**config.mk**
```make
export PLATFORM = sky130hd
export DESIGN_NAME = keyboard_voice_tracker
export DESIGN_NICKNAME = d
export VERILOG_FILES = /design/src/rtl/keyboard_pkg.sv /design/src/rtl/ps2_scan_parser.sv /design/src/rtl/keyboard_voice_tracker.sv
export SDC_FILE = /design/constraint.sdc
export NUM_CORES = 1
export LEC_CHECK = 0
export CAP_MARGIN = 25
export CORE_MARGIN = 2
export CORE_UTILIZATION = 45
export CTS_CLUSTER_DIAMETER = 80
export CTS_CLUSTER_SIZE = 25
export DETAILED_ROUTE_END_ITERATION = 8
export PLACE_DENSITY_LB_ADDON = 0.25
export SETUP_SLACK_MARGIN = 0.3
export SLEW_MARGIN = 20
export SYNTH_ARGS = -nofsm -noshare
export SYNTH_HDL_FRONTEND = slang
export SYNTH_SLANG_ARGS = --single-unit
export TNS_END_PERCENT = 50
```
**constraint.sdc**
```tcl
create_clock -name clock -period 3.4 [get_ports clock]
set_clock_uncertainty 0.15 [all_clocks]
set_input_delay 0.51 -clock clock [delete_from_list [all_inputs] [get_ports clock]]
set_output_delay 0.51 -clock clock [all_outputs]
set_load 0.02 [all_outputs]
```
**src/rtl/keyboard_pkg.sv**
```systemverilog
// Shared definitions for the keyboard voice tracker: PS/2 scan codes,
// note encoding, parser state type and key-decode helpers.
package keyboard_pkg;

    // Prefix and control scan codes
    localparam logic [7:0] SC_EXT   = 8'hE0;
    localparam logic [7:0] SC_BREAK = 8'hF0;
    localparam logic [7:0] SC_SPACE = 8'h29;
    localparam logic [7:0] SC_ENTER = 8'h5A;

    // Note key scan codes
    localparam logic [7:0] SC_NOTE_A  = 8'h1C;
    localparam logic [7:0] SC_NOTE_AS = 8'h15;
    localparam logic [7:0] SC_NOTE_B  = 8'h1B;
    localparam logic [7:0] SC_NOTE_C  = 8'h23;
    localparam logic [7:0] SC_NOTE_CS = 8'h24;
    localparam logic [7:0] SC_NOTE_D  = 8'h2B;
    localparam logic [7:0] SC_NOTE_DS = 8'h2D;
    localparam logic [7:0] SC_NOTE_E  = 8'h34;
    localparam logic [7:0] SC_NOTE_F  = 8'h33;
    localparam logic [7:0] SC_NOTE_FS = 8'h35;
    localparam logic [7:0] SC_NOTE_G  = 8'h3B;
    localparam logic [7:0] SC_NOTE_GS = 8'h3C;

    // Octave key scan codes (number row 1..8 -> octave 0..7)
    localparam logic [7:0] SC_OCT_0 = 8'h16;
    localparam logic [7:0] SC_OCT_1 = 8'h1E;
    localparam logic [7:0] SC_OCT_2 = 8'h26;
    localparam logic [7:0] SC_OCT_3 = 8'h25;
    localparam logic [7:0] SC_OCT_4 = 8'h2E;
    localparam logic [7:0] SC_OCT_5 = 8'h36;
    localparam logic [7:0] SC_OCT_6 = 8'h3D;
    localparam logic [7:0] SC_OCT_7 = 8'h3E;

    // 4-bit note encoding; zero marks an empty slot
    typedef enum logic [3:0] {
        NOTE_NONE = 4'd0,  NOTE_A  = 4'd1,  NOTE_AS = 4'd2,  NOTE_B  = 4'd3,
        NOTE_C    = 4'd4,  NOTE_CS = 4'd5,  NOTE_D  = 4'd6,  NOTE_DS = 4'd7,
        NOTE_E    = 4'd8,  NOTE_F  = 4'd9,  NOTE_FS = 4'd10, NOTE_G  = 4'd11,
        NOTE_GS   = 4'd12
    } note_e;

    typedef enum logic [1:0] {ST_IDLE, ST_BREAK, ST_EXT, ST_EXT_BREAK} parser_state_e;

    typedef struct packed {
        logic       valid;
        logic [2:0] index;
    } octave_key_t;

    function automatic note_e decode_note(input logic [7:0] code);
        case (code)
            SC_NOTE_A:  return NOTE_A;
            SC_NOTE_AS: return NOTE_AS;
            SC_NOTE_B:  return NOTE_B;
            SC_NOTE_C:  return NOTE_C;
            SC_NOTE_CS: return NOTE_CS;
            SC_NOTE_D:  return NOTE_D;
            SC_NOTE_DS: return NOTE_DS;
            SC_NOTE_E:  return NOTE_E;
            SC_NOTE_F:  return NOTE_F;
            SC_NOTE_FS: return NOTE_FS;
            SC_NOTE_G:  return NOTE_G;
            SC_NOTE_GS: return NOTE_GS;
            default:    return NOTE_NONE;
        endcase
    endfunction

    function automatic octave_key_t decode_octave(input logic [7:0] code);
        octave_key_t k;
        k.valid = 1'b1;
        case (code)
            SC_OCT_0: k.index = 3'd0;
            SC_OCT_1: k.index = 3'd1;
            SC_OCT_2: k.index = 3'd2;
            SC_OCT_3: k.index = 3'd3;
            SC_OCT_4: k.index = 3'd4;
            SC_OCT_5: k.index = 3'd5;
            SC_OCT_6: k.index = 3'd6;
            SC_OCT_7: k.index = 3'd7;
            default: begin
                k.valid = 1'b0;
                k.index = 3'd0;
            end
        endcase
        return k;
    endfunction

endpackage

```
**src/rtl/ps2_scan_parser.sv**
```systemverilog
// PS/2 make/break/extended prefix parser. Emits a combinational one-cycle
// key event in the same cycle as the final byte of a sequence.
module ps2_scan_parser
    import keyboard_pkg::*;
(
    input  logic       clock,
    input  logic       reset,
    input  logic [7:0] scan_code,
    input  logic       scan_valid,
    output logic       event_valid,
    output logic       event_is_break,
    output logic [7:0] event_code
);

    parser_state_e r_state;
    parser_state_e w_state_nx;

    // State register; reset drops any half-received prefix
    always_ff @(posedge clock or posedge reset) begin
        // NOTE: sequential state uses non-blocking (<=) so every flop samples pre-edge values.
        if (reset) r_state <= ST_IDLE;
        else       r_state <= w_state_nx;
    end

    // Next state and event decode; extended sequences are swallowed
    always_comb begin
        // NOTE: every output gets a default first so no path leaves it unassigned (no latch).
        w_state_nx     = r_state;
        event_valid    = 1'b0;
        event_is_break = 1'b0;
        event_code     = scan_code;
        if (scan_valid) begin
            case (r_state)
                ST_IDLE: begin
                    if (scan_code == SC_EXT)        w_state_nx = ST_EXT;
                    else if (scan_code == SC_BREAK) w_state_nx = ST_BREAK;
                    else                            event_valid = 1'b1;
                end
                ST_BREAK: begin
                    event_valid    = 1'b1;
                    event_is_break = 1'b1;
                    w_state_nx     = ST_IDLE;
                end
                ST_EXT: begin
                    if (scan_code == SC_BREAK) w_state_nx = ST_EXT_BREAK;
                    else                       w_state_nx = ST_IDLE;
                end
                default: w_state_nx = ST_IDLE;
            endcase
        end
    end

endmodule

```
**src/rtl/keyboard_voice_tracker.sv**
```systemverilog
// Polyphonic key tracker: voice slot table with dedupe, lowest-free
// allocation and optional round-robin stealing, plus octave register
// and active-low load/playback strobes.
module keyboard_voice_tracker
    import keyboard_pkg::*;
#(
    parameter int NUM_VOICES = 4,
    parameter int OCTAVE_W   = 2,
    parameter bit STEAL      = 1'b0
) (
    input  logic                           clock,
    input  logic                           reset,
    input  logic [7:0]                     scan_code,
    input  logic                           scan_valid,
    output logic [NUM_VOICES-1:0]          voice_active,
    output logic [4*NUM_VOICES-1:0]        voice_note,
    output logic [OCTAVE_W*NUM_VOICES-1:0] voice_octave,
    output logic [OCTAVE_W-1:0]            octave,
    output logic [$clog2(NUM_VOICES+1)-1:0] held_count,
    output logic                           load_n,
    output logic                           playback_n,
    output logic                           overflow
);

    localparam int IDX_W = (NUM_VOICES > 1) ? $clog2(NUM_VOICES) : 1;
    localparam int HC_W  = $clog2(NUM_VOICES + 1);
    localparam logic [IDX_W-1:0] LAST_IDX = IDX_W'(NUM_VOICES - 1);

    logic                  w_ev_valid, w_ev_break;
    logic [7:0]            w_ev_code;

    logic [NUM_VOICES-1:0] r_active, w_active_nx;
    note_e                 r_note [NUM_VOICES];
    note_e                 w_note_nx [NUM_VOICES];
    logic [OCTAVE_W-1:0]   r_oct [NUM_VOICES];
    logic [OCTAVE_W-1:0]   w_oct_nx [NUM_VOICES];
    logic [OCTAVE_W-1:0]   r_octave, w_octave_nx;
    logic [IDX_W-1:0]      r_steal_ptr, w_steal_ptr_nx;
    logic [HC_W-1:0]       r_held, w_held_nx;
    logic                  r_load_n, r_playback_n, r_overflow;
    logic                  w_load_n_nx, w_playback_n_nx, w_overflow_nx;

    note_e                 w_key_note;
    octave_key_t           w_oct_key;
    logic                  w_oct_ok;
    logic                  w_hit, w_free;
    logic [IDX_W-1:0]      w_hit_idx, w_free_idx;

    ps2_scan_parser u_parser (
        .clock          (clock),
        .reset          (reset),
        .scan_code      (scan_code),
        .scan_valid     (scan_valid),
        .event_valid    (w_ev_valid),
        .event_is_break (w_ev_break),
        .event_code     (w_ev_code)
    );

    assign w_key_note = decode_note(w_ev_code);
    assign w_oct_key  = decode_octave(w_ev_code);
    assign w_oct_ok   = w_oct_key.valid && (int'(w_oct_key.index) < (1 << OCTAVE_W));

    // Locate the slot already holding this note and the lowest free slot
    always_comb begin
        w_hit      = 1'b0;
        w_hit_idx  = '0;
        w_free     = 1'b0;
        w_free_idx = '0;
        for (int i = NUM_VOICES - 1; i >= 0; i--) begin
            if (r_active[i] && (r_note[i] == w_key_note)) begin
                w_hit     = 1'b1;
                w_hit_idx = IDX_W'(i);
            end
            if (!r_active[i]) begin
                w_free     = 1'b1;
                w_free_idx = IDX_W'(i);
            end
        end
    end

    // Apply the current key event to the voice table, octave and strobes
    always_comb begin
        w_active_nx     = r_active;
        w_note_nx       = r_note;
        w_oct_nx        = r_oct;
        w_octave_nx     = r_octave;
        w_steal_ptr_nx  = r_steal_ptr;
        w_load_n_nx     = 1'b1;
        w_playback_n_nx = 1'b1;
        w_overflow_nx   = 1'b0;
        if (w_ev_valid) begin
            if (w_key_note != NOTE_NONE) begin
                if (w_ev_break) begin
                    if (w_hit) begin
                        w_active_nx[w_hit_idx] = 1'b0;
                        w_note_nx[w_hit_idx]   = NOTE_NONE;
                        w_oct_nx[w_hit_idx]    = '0;
                    end
                end else if (!w_hit) begin
                    if (w_free) begin
                        w_active_nx[w_free_idx] = 1'b1;
                        w_note_nx[w_free_idx]   = w_key_note;
                        w_oct_nx[w_free_idx]    = r_octave;
                    end else begin
                        w_overflow_nx = 1'b1;
                        if (STEAL) begin
                            w_note_nx[r_steal_ptr] = w_key_note;
                            w_oct_nx[r_steal_ptr]  = r_octave;
                            w_steal_ptr_nx = (r_steal_ptr == LAST_IDX) ? '0 : r_steal_ptr + 1'b1;
                        end
                    end
                end
            end else if (!w_ev_break) begin
                if (w_oct_ok)                    w_octave_nx     = w_oct_key.index[OCTAVE_W-1:0];
                else if (w_ev_code == SC_SPACE)  w_load_n_nx     = 1'b0;
                else if (w_ev_code == SC_ENTER)  w_playback_n_nx = 1'b0;
            end
        end
    end

    // Popcount of the next active vector, registered alongside it
    always_comb begin
        w_held_nx = '0;
        for (int i = 0; i < NUM_VOICES; i++) w_held_nx = w_held_nx + HC_W'(w_active_nx[i]);
    end

    // Table, octave, pointer and strobe registers
    always_ff @(posedge clock or posedge reset) begin
        if (reset) begin
            r_active <= '0;
            // NOTE: the slot array is a handful of flops that must read empty after reset, so it is reset explicitly.
            for (int i = 0; i < NUM_VOICES; i++) begin
                r_note[i] <= NOTE_NONE;
                r_oct[i]  <= '0;
            end
            r_octave     <= '0;
            r_steal_ptr  <= '0;
            r_held       <= '0;
            r_load_n     <= 1'b1;
            r_playback_n <= 1'b1;
            r_overflow   <= 1'b0;
        end else begin
            r_active     <= w_active_nx;
            r_note       <= w_note_nx;
            r_oct        <= w_oct_nx;
            r_octave     <= w_octave_nx;
            r_steal_ptr  <= w_steal_ptr_nx;
            r_held       <= w_held_nx;
            r_load_n     <= w_load_n_nx;
            r_playback_n <= w_playback_n_nx;
            r_overflow   <= w_overflow_nx;
        end
    end

    // Flatten slot arrays onto the output buses
    always_comb begin
        voice_note   = '0;
        voice_octave = '0;
        for (int i = 0; i < NUM_VOICES; i++) begin
            voice_note[4*i +: 4]                = r_note[i];
            voice_octave[OCTAVE_W*i +: OCTAVE_W] = r_oct[i];
        end
    end

    assign voice_active = r_active;
    assign octave       = r_octave;
    assign held_count   = r_held;
    assign load_n       = r_load_n;
    assign playback_n   = r_playback_n;
    assign overflow     = r_overflow;

endmodule
```
==> out/metrics.yaml, run 1 <==
grt_pass1_wl_um: 14700
p_leak_uw: 0.001824
setup_viol: 3
synthArstFlopShare_pct: 100.0
io_buffers: 46
rsz0062_at_grt: "yes"
layout-drive-gt1-share_pct: 39.12
maxCapViolCount: 0
dr_total_vias: 2942
grt_pass1_vias: 2934
diodes: 0
avgSynthCellArea_sq_um: 9.442
finalCritPeriodShare_pct: 107.6
final_antenna_net_count: 0
hold_violations: 0
peakVddDrop_mv: 0.2374
slowest_stage: "fa_1"
fin_ws_ns: -0.2589
fin_cells: 481
placed_cells: 452
area_growth_syn_to_layout_pct: 61.38
htree_levels: 2
clkSinkCount: 38
grt_antenna_before_repair: 0
netlist_area_sq_mm: 0.002644
synth_area_leader_cell: "dfrtp_1"
max-slew-margin-rel_pct: 63.72
hold_path.class: "reg2reg"
fin_crit_ns: 3.659
synth_edf_count: 0
syn-num-nets: 294
syn_inst: 280
power.total_uw: 1571
fin_nets: 423
cts_max_path_buffers: 2
drtIter0Drc: 233
power_density_mw_per_mm2: 368.2
worst_ep_required_time_ns: 3.44
final_common_cell: "buf_4"
rows: 27
mostFrequentLayoutCells: "buf_4, clkdlybuf4s50_1, dfrtp_1"
seq_area_frac_synth_pct: 36.06
worstPathCellList: "buf_8, or3b_4, a2111oi_4, buf_4, a21oi_4, xnor2_2, o41ai_4, nor4_4, buf_4, a32o_2, fa_1, ha_4, ha_4"
start_util_pct: 47.43
cts.clk_slew.worst_paths_ns: 0.07
violations: "setup timing"
fmax_mhz: 273.3
clk_root_buffer_cell: "clkbuf_8"
overflow: 0
core_sq_mm: 0.005574
synth_cell_types: 67
critPathMaxFanout: 5
crit_type: "in2reg"
dieHeight_um: 80.65
cts-buffers-inserted: 5
cts_hold_buffers: 0
tightest_slew_ns: 0.5397
startpoint_type: "input pin"
crit_start: "scan_code[4]"
synth-main-ff-cell: "dfrtp_1"
hold_start: "u_parser.r_state[1]"
final-max-slew-violation-count: 0
ys_ff_latch: 38
drc_errors: 0
grt_max_degree: 39
drt-pass1-iter-count: 5
num-fill-cells: 370
synthTopCellsByArea: "dfrtp_1, inv_1, nand3_1, o211ai_1, xnor2_1"
vias_per_cell: 6.116
gp_congestion: 1.031
track_usage_pct: 29.65
rr_startpoint: "voice_note[1]"
synth_warnings: 0
worst_skew_pair.late_latency_ns: 0.30
final_core_util_pct: 76.54
cts_tree: "built"
dp.final_hpwl_um: 6122
die_w_um: 80.65
end_kind: "flip-flop"
arrival_ns: 3.70
routedWlPerCell_um: 19.22
critPathMaxStageDelay_ns: 0.50
wl_um: 9246
whs_ns: 0.3576
synth_top_area_share_pct: 34.07
seq_area_sq_um: 953.4
status: "finished, violations left"
die-area_sq_mm: 0.006504
multiInputGateArea_sq_mm: 0.001822
pin_count: 47
-- cells by family (layout without fill, tap and decap cells) --
kind of cell | Yosys count | count (layout) | synth area share (%)
flops | 38 | 38 | 36.06
simple gates | 105 | 105 | 25.08
mux | 2 | 2 | 0.8045
compound gates | 79 | 79 | 24.66
buf+inv | 41 | 170 | 6.578
fa+ha+maj | 3 | 3 | 1.704
xor+xnor | 12 | 12 | 5.111
-- path summary, 6_finish.rpt --
kind,cells after the start,end,slack [ns]
worst max-delay path,13,held_count[1],-0.26
worst min-delay path,2,u_parser.r_state[1],0.36
worst max register to register,9,held_count[1],0.34
worst min register to register,2,u_parser.r_state[1],0.36
max in group asynchronous,3,load_n,2.28
min in group asynchronous,3,voice_octave[2],0.47
-- state kept, by name, summed over array words and instances (netlist names), 2 cells and up --
register          count
voice_octave          8
held_count            3
voice_active          4
octave                2
voice_note           16
u_parser.r_state      2
-- synthesized netlist by cell type, types with 6 or more instances --
master and number:
and3_1 6, dfrtp_1 36, o21ai_0 7, nand4_1 9
o211ai_1 12, a32oi_1 6, o221ai_1 6, nor2_1 13
a21oi_1 8, nand2_1 11, xnor2_1 8, inv_1 28
buf_2 7, nand3_1 19, o21ai_1 7
-- cell type report --
type                            count  area share, %
Multi-Input combinational cell    201          42.70
Timing Repair Buffer              135          27.74
Sequential cell                    38          22.35
Inverter                           28          2.463
Tap cell                           72          2.111
Clock buffer                        6          1.935
Clock inverter                      1         0.7038
-- per-stage QoR --
step                      setup slack (ns)  setup TNS [ns]  instance area (sq um)
after detailed placement            -1.044          -16.65                   3715
final                              -0.2589         -0.5875                   4267
after global routing               -0.3371         -0.9251                   4267
after CTS                          -0.1380         -0.2236                   4146
after floorplan                    -0.4180          -1.029                   2729
after global placement             -0.9470          -15.07                   3715
-- routing by layer --
metal  GRT usage [%]  up-vias  share of wire (%)
li1                -     1331                  -
met1           39.40     1415                 42
met2           45.75      156                 46
met3           7.416       40                7.6
met4           12.71        0                3.7
met5               0        -                  0
-- critical path: cells and delay by family --
kind	cells	cell delay (ns)
xor gates and xnor gates	1	0.21
buffers and inverters	3	0.45
and+or+nand+nor	2	0.49
AOI/OAI and AO/OA	4	1.16
adders and majority gates	3	0.89
-- power breakdown --
part	internal [uW]	switching, uW	leakage (uW)	total, uW
Sequential	501	77.5	0.000400	579
Clock	235	159	0.0000573	394
Combinational	292	307	0.00137	598
Total	1030	543	0.00182	1570
-- what timing repair did --
item                                    in CTS  in global routing
endpoints found under the setup margin      31                 28
resized for setup                           68                 19
endpoints found under the hold margin        0                  0
pin swaps                                   23                 10
setup buffers                               19                  3
Note: power is estimated with default switching activity, not from simulation.
==> inputs of run 2 (changes only) <==
--- a/config.mk
+++ b/config.mk
@@ -17,4 +17,4 @@
 export SYNTH_ARGS = -nofsm -noshare
 export SYNTH_HDL_FRONTEND = slang
 export SYNTH_SLANG_ARGS = --single-unit
-export TNS_END_PERCENT = 50
+export TNS_END_PERCENT = 1
==> out/metrics.yaml, run 2 (synthesized netlist as in run 1, its figures left out) <==
drtIter0Drc: 198  # -15%
vias_per_cell: 6.184  # +1.1%
grt_antenna_before_repair: 0  # unchanged
finalCritPeriodShare_pct: 105.2  # -2.5 points
layout-drive-gt1-share_pct: 41.04  # +1.9 points
slowest_stage: "fa_1"
end_kind: "flip-flop"
startpoint_type: "input pin"
worst_skew_pair.late_latency_ns: 0.30  # about the same
cts_max_path_buffers: 2  # unchanged
pin_count: 47  # unchanged
cts-buffers-inserted: 5  # unchanged
power_frac_comb_pct: 39.4  # +1.3 points
start_util_pct: 47.43  # unchanged
clk_root_buffer_cell: "clkbuf_8"
io_buffers: 46  # unchanged
top_usage_layer: "met2"
diodes: 0  # unchanged
status: "finished, violations left"
largest_reg_flops: 16  # unchanged
critPathMaxStageDelay_ns: 0.52  # +0.02 ns
rr_startpoint: "voice_note[0]"
cp_num_buf_inv: 5  # +2
worst_ep_required_time_ns: 3.45  # about the same
track_usage_pct: 29.20  # -0.45 points
r2r_cells: 10  # +1
dr_total_vias: 2931  # -0.37%
rows: 27  # unchanged
grt_max_degree: 39  # unchanged
arrival_ns: 3.62  # -0.08 ns
core_sq_mm: 0.005574  # unchanged
htree_levels: 2  # unchanged
crit_type: "in2reg"
min_path_cells: 3  # +1
switching_share_pct: 36.73  # +2.2 points
die_w_um: 80.65  # unchanged
placed_cells: 454  # +0.44%
use_met1_pct: 38.31  # -1.1 points
power.total_uw: 1501  # -4.4%
dpl_cell_area_sq_mm: 0.003716  # about the same
reg2reg_slack_ns: 0.27  # -0.07 ns
use_met2_pct: 46.58  # +0.83 points
gp_congestion: 1.005  # -2.5%
fin_crit_ns: 3.575  # -0.08361 ns
p_leak_uw: 0.001766  # -3.2%
hold_violations: 0  # unchanged
violations: "setup timing"
wl_um: 9137  # -1.2%
routedWlPerCell_um: 19.28  # +0.28%
drt-pass1-iter-count: 5  # unchanged
tightest_slew_ns: 0.9235  # +0.3838 ns
hold_path.class: "in2reg"
cts_hold_buffers: 0  # unchanged
die-area_sq_mm: 0.006504  # unchanged
fin_cells: 474  # -1.5%
rsz0062_at_grt: "yes"
grt_pass1_vias: 2970  # +1.2%
fin_setup_tns_ns: -0.2970  # +0.2905 ns
grt_pass1_wl_um: 14430  # -1.8%
final_antenna_net_count: 0  # unchanged
maxCapViolCount: 0  # unchanged
fin_ws_ns: -0.1753  # +0.08361 ns
cts_tree: "built"
final_area_sq_mm: 0.004188  # -1.8%
rr_endpoint: "held_count[1]"
dieHeight_um: 80.65  # unchanged
worstPathCellList: "buf_2, buf_6, buf_4, nor2b_2, a22oi_2, o21ai_2, nand3_2, buf_6, o41ai_4, nor4_4, buf_4, a32o_2, fa_1, ha_4, ha_4"
cts.clk_slew.worst_paths_ns: 0.08  # about the same
power_density_mw_per_mm2: 358.5  # -2.6%
hold_start: "scan_code[3]"
fin_nets: 415  # -1.9%
peakVddDrop_mv: 0.2696  # +14%
clkPwrFrac_pct: 22.0  # -3.1 points
p_int_uw: 950.0  # -7.6%
max-slew-margin-rel_pct: 37.86  # -26 points
seqPwrFrac_pct: 38.5  # +1.7 points
overflow: 0  # unchanged
drc_errors: 0  # unchanged
grt.met3_usage_pct: 7.079  # -0.34 points
multiInputGateArea_sq_mm: 0.001814  # -0.41%
fmax_mhz: 279.7  # +2.3%
final_common_cell: "buf_4"
hold_end: "playback_n"
setup_viol: 3  # unchanged
num-fill-cells: 393  # +6.2%
final-max-slew-violation-count: 0  # unchanged
cp_top_family: "compound AO/OA/AOI/OAI gates"
mostFrequentLayoutCells: "buf_4, clkdlybuf4s50_1, dfrtp_1"
dp.final_hpwl_um: 6305  # +3.0%
seq_area_sq_um: 953.4  # unchanged
clkSinkCount: 38  # unchanged
critPathMaxFanout: 8  # +3
area_growth_syn_to_layout_pct: 58.40
p_switching_uw: 551.4  # +1.5%
==> run 2: cell types whose count changed in the layout (fill, tap and decap cells not counted), sizes merged <==
cell      previous run  this run
clkinvlp             0         1
clkinv               0         1
buf                 96        88
bufinv               1         0
==> run 2: how the worst max path moves through the flow <==
stage | slack, ns | from | cells after the start | end
2_1_floorplan | -0.42 | scan_code[7] | 11 | held_count[1]
3_3_place_gp | -0.91 | scan_code[4] | 12 | held_count[1]
3_5_place_dp | -0.96 | scan_code[5] | 12 | held_count[1]
4_1_cts | -0.15 | scan_code[4] | 15 | held_count[1]
5_1_grt | -0.26 | scan_code[2] | 15 | held_count[1]
6_report | -0.18 | scan_code[2] | 15 | held_count[1]
==> run 2: repair_timing <==
item,CTS,global route
pin swaps,24,30
setup endpoints to repair,31,28
setup buffers,10,2
gates resized for setup,67,28
==> run 2: tightest hold or removal path, cell delays in order <==
cell	delay, ns
buf_6	0.09
buf_6	0.12
nand4_1	0.08
==> run 2: stage by stage <==
step | util (%) | hold WS [ns] | setup WS [ns]
2_1_floorplan | - | 0.3123 | -0.4180
3_3_place_gp | 66.67 | 0.3354 | -0.9106
6_report | 75.13 | 0.3730 | -0.1753
4_1_cts | 72.50 | 0.3462 | -0.1541
5_1_grt | 75.13 | 0.3943 | -0.2644
3_5_place_dp | 66.67 | 0.3671 | -0.9609
==> run 2: final cells by class <==
| cell class | instances | area share (%) |
|---|---|---|
| sequential | 38 | 22.77 |
| tap | 72 | 2.151 |
| clock buffer | 6 | 1.972 |
| multi-input combinational | 201 | 43.32 |
| inverter | 28 | 2.510 |
| timing repair buffer | 127 | 26.98 |
| clock inverter | 2 | 0.2988 |
==> run 2: power groups by stage <==
stage	logic, uW	registers, uW	clock network [uW]
6_report	592	578	331
3_3_place_gp	514	574	0
5_1_grt	636	584	354
2_1_floorplan	265	608	0
4_1_cts	564	573	339
3_5_place_dp	524	580	0
==> run 2: metal layers <==
| layer | vias up | share of wire, % | wire, um |
|---|---|---|---|
| met5 | - | 0 | 0 |
| met4 | 0 | 2.0 | 183 |
| met3 | 20 | 7.0 | 639 |
| met2 | 157 | 48 | 4430 |
| met1 | 1438 | 42 | 3883 |
| li1 | 1316 | - | - |
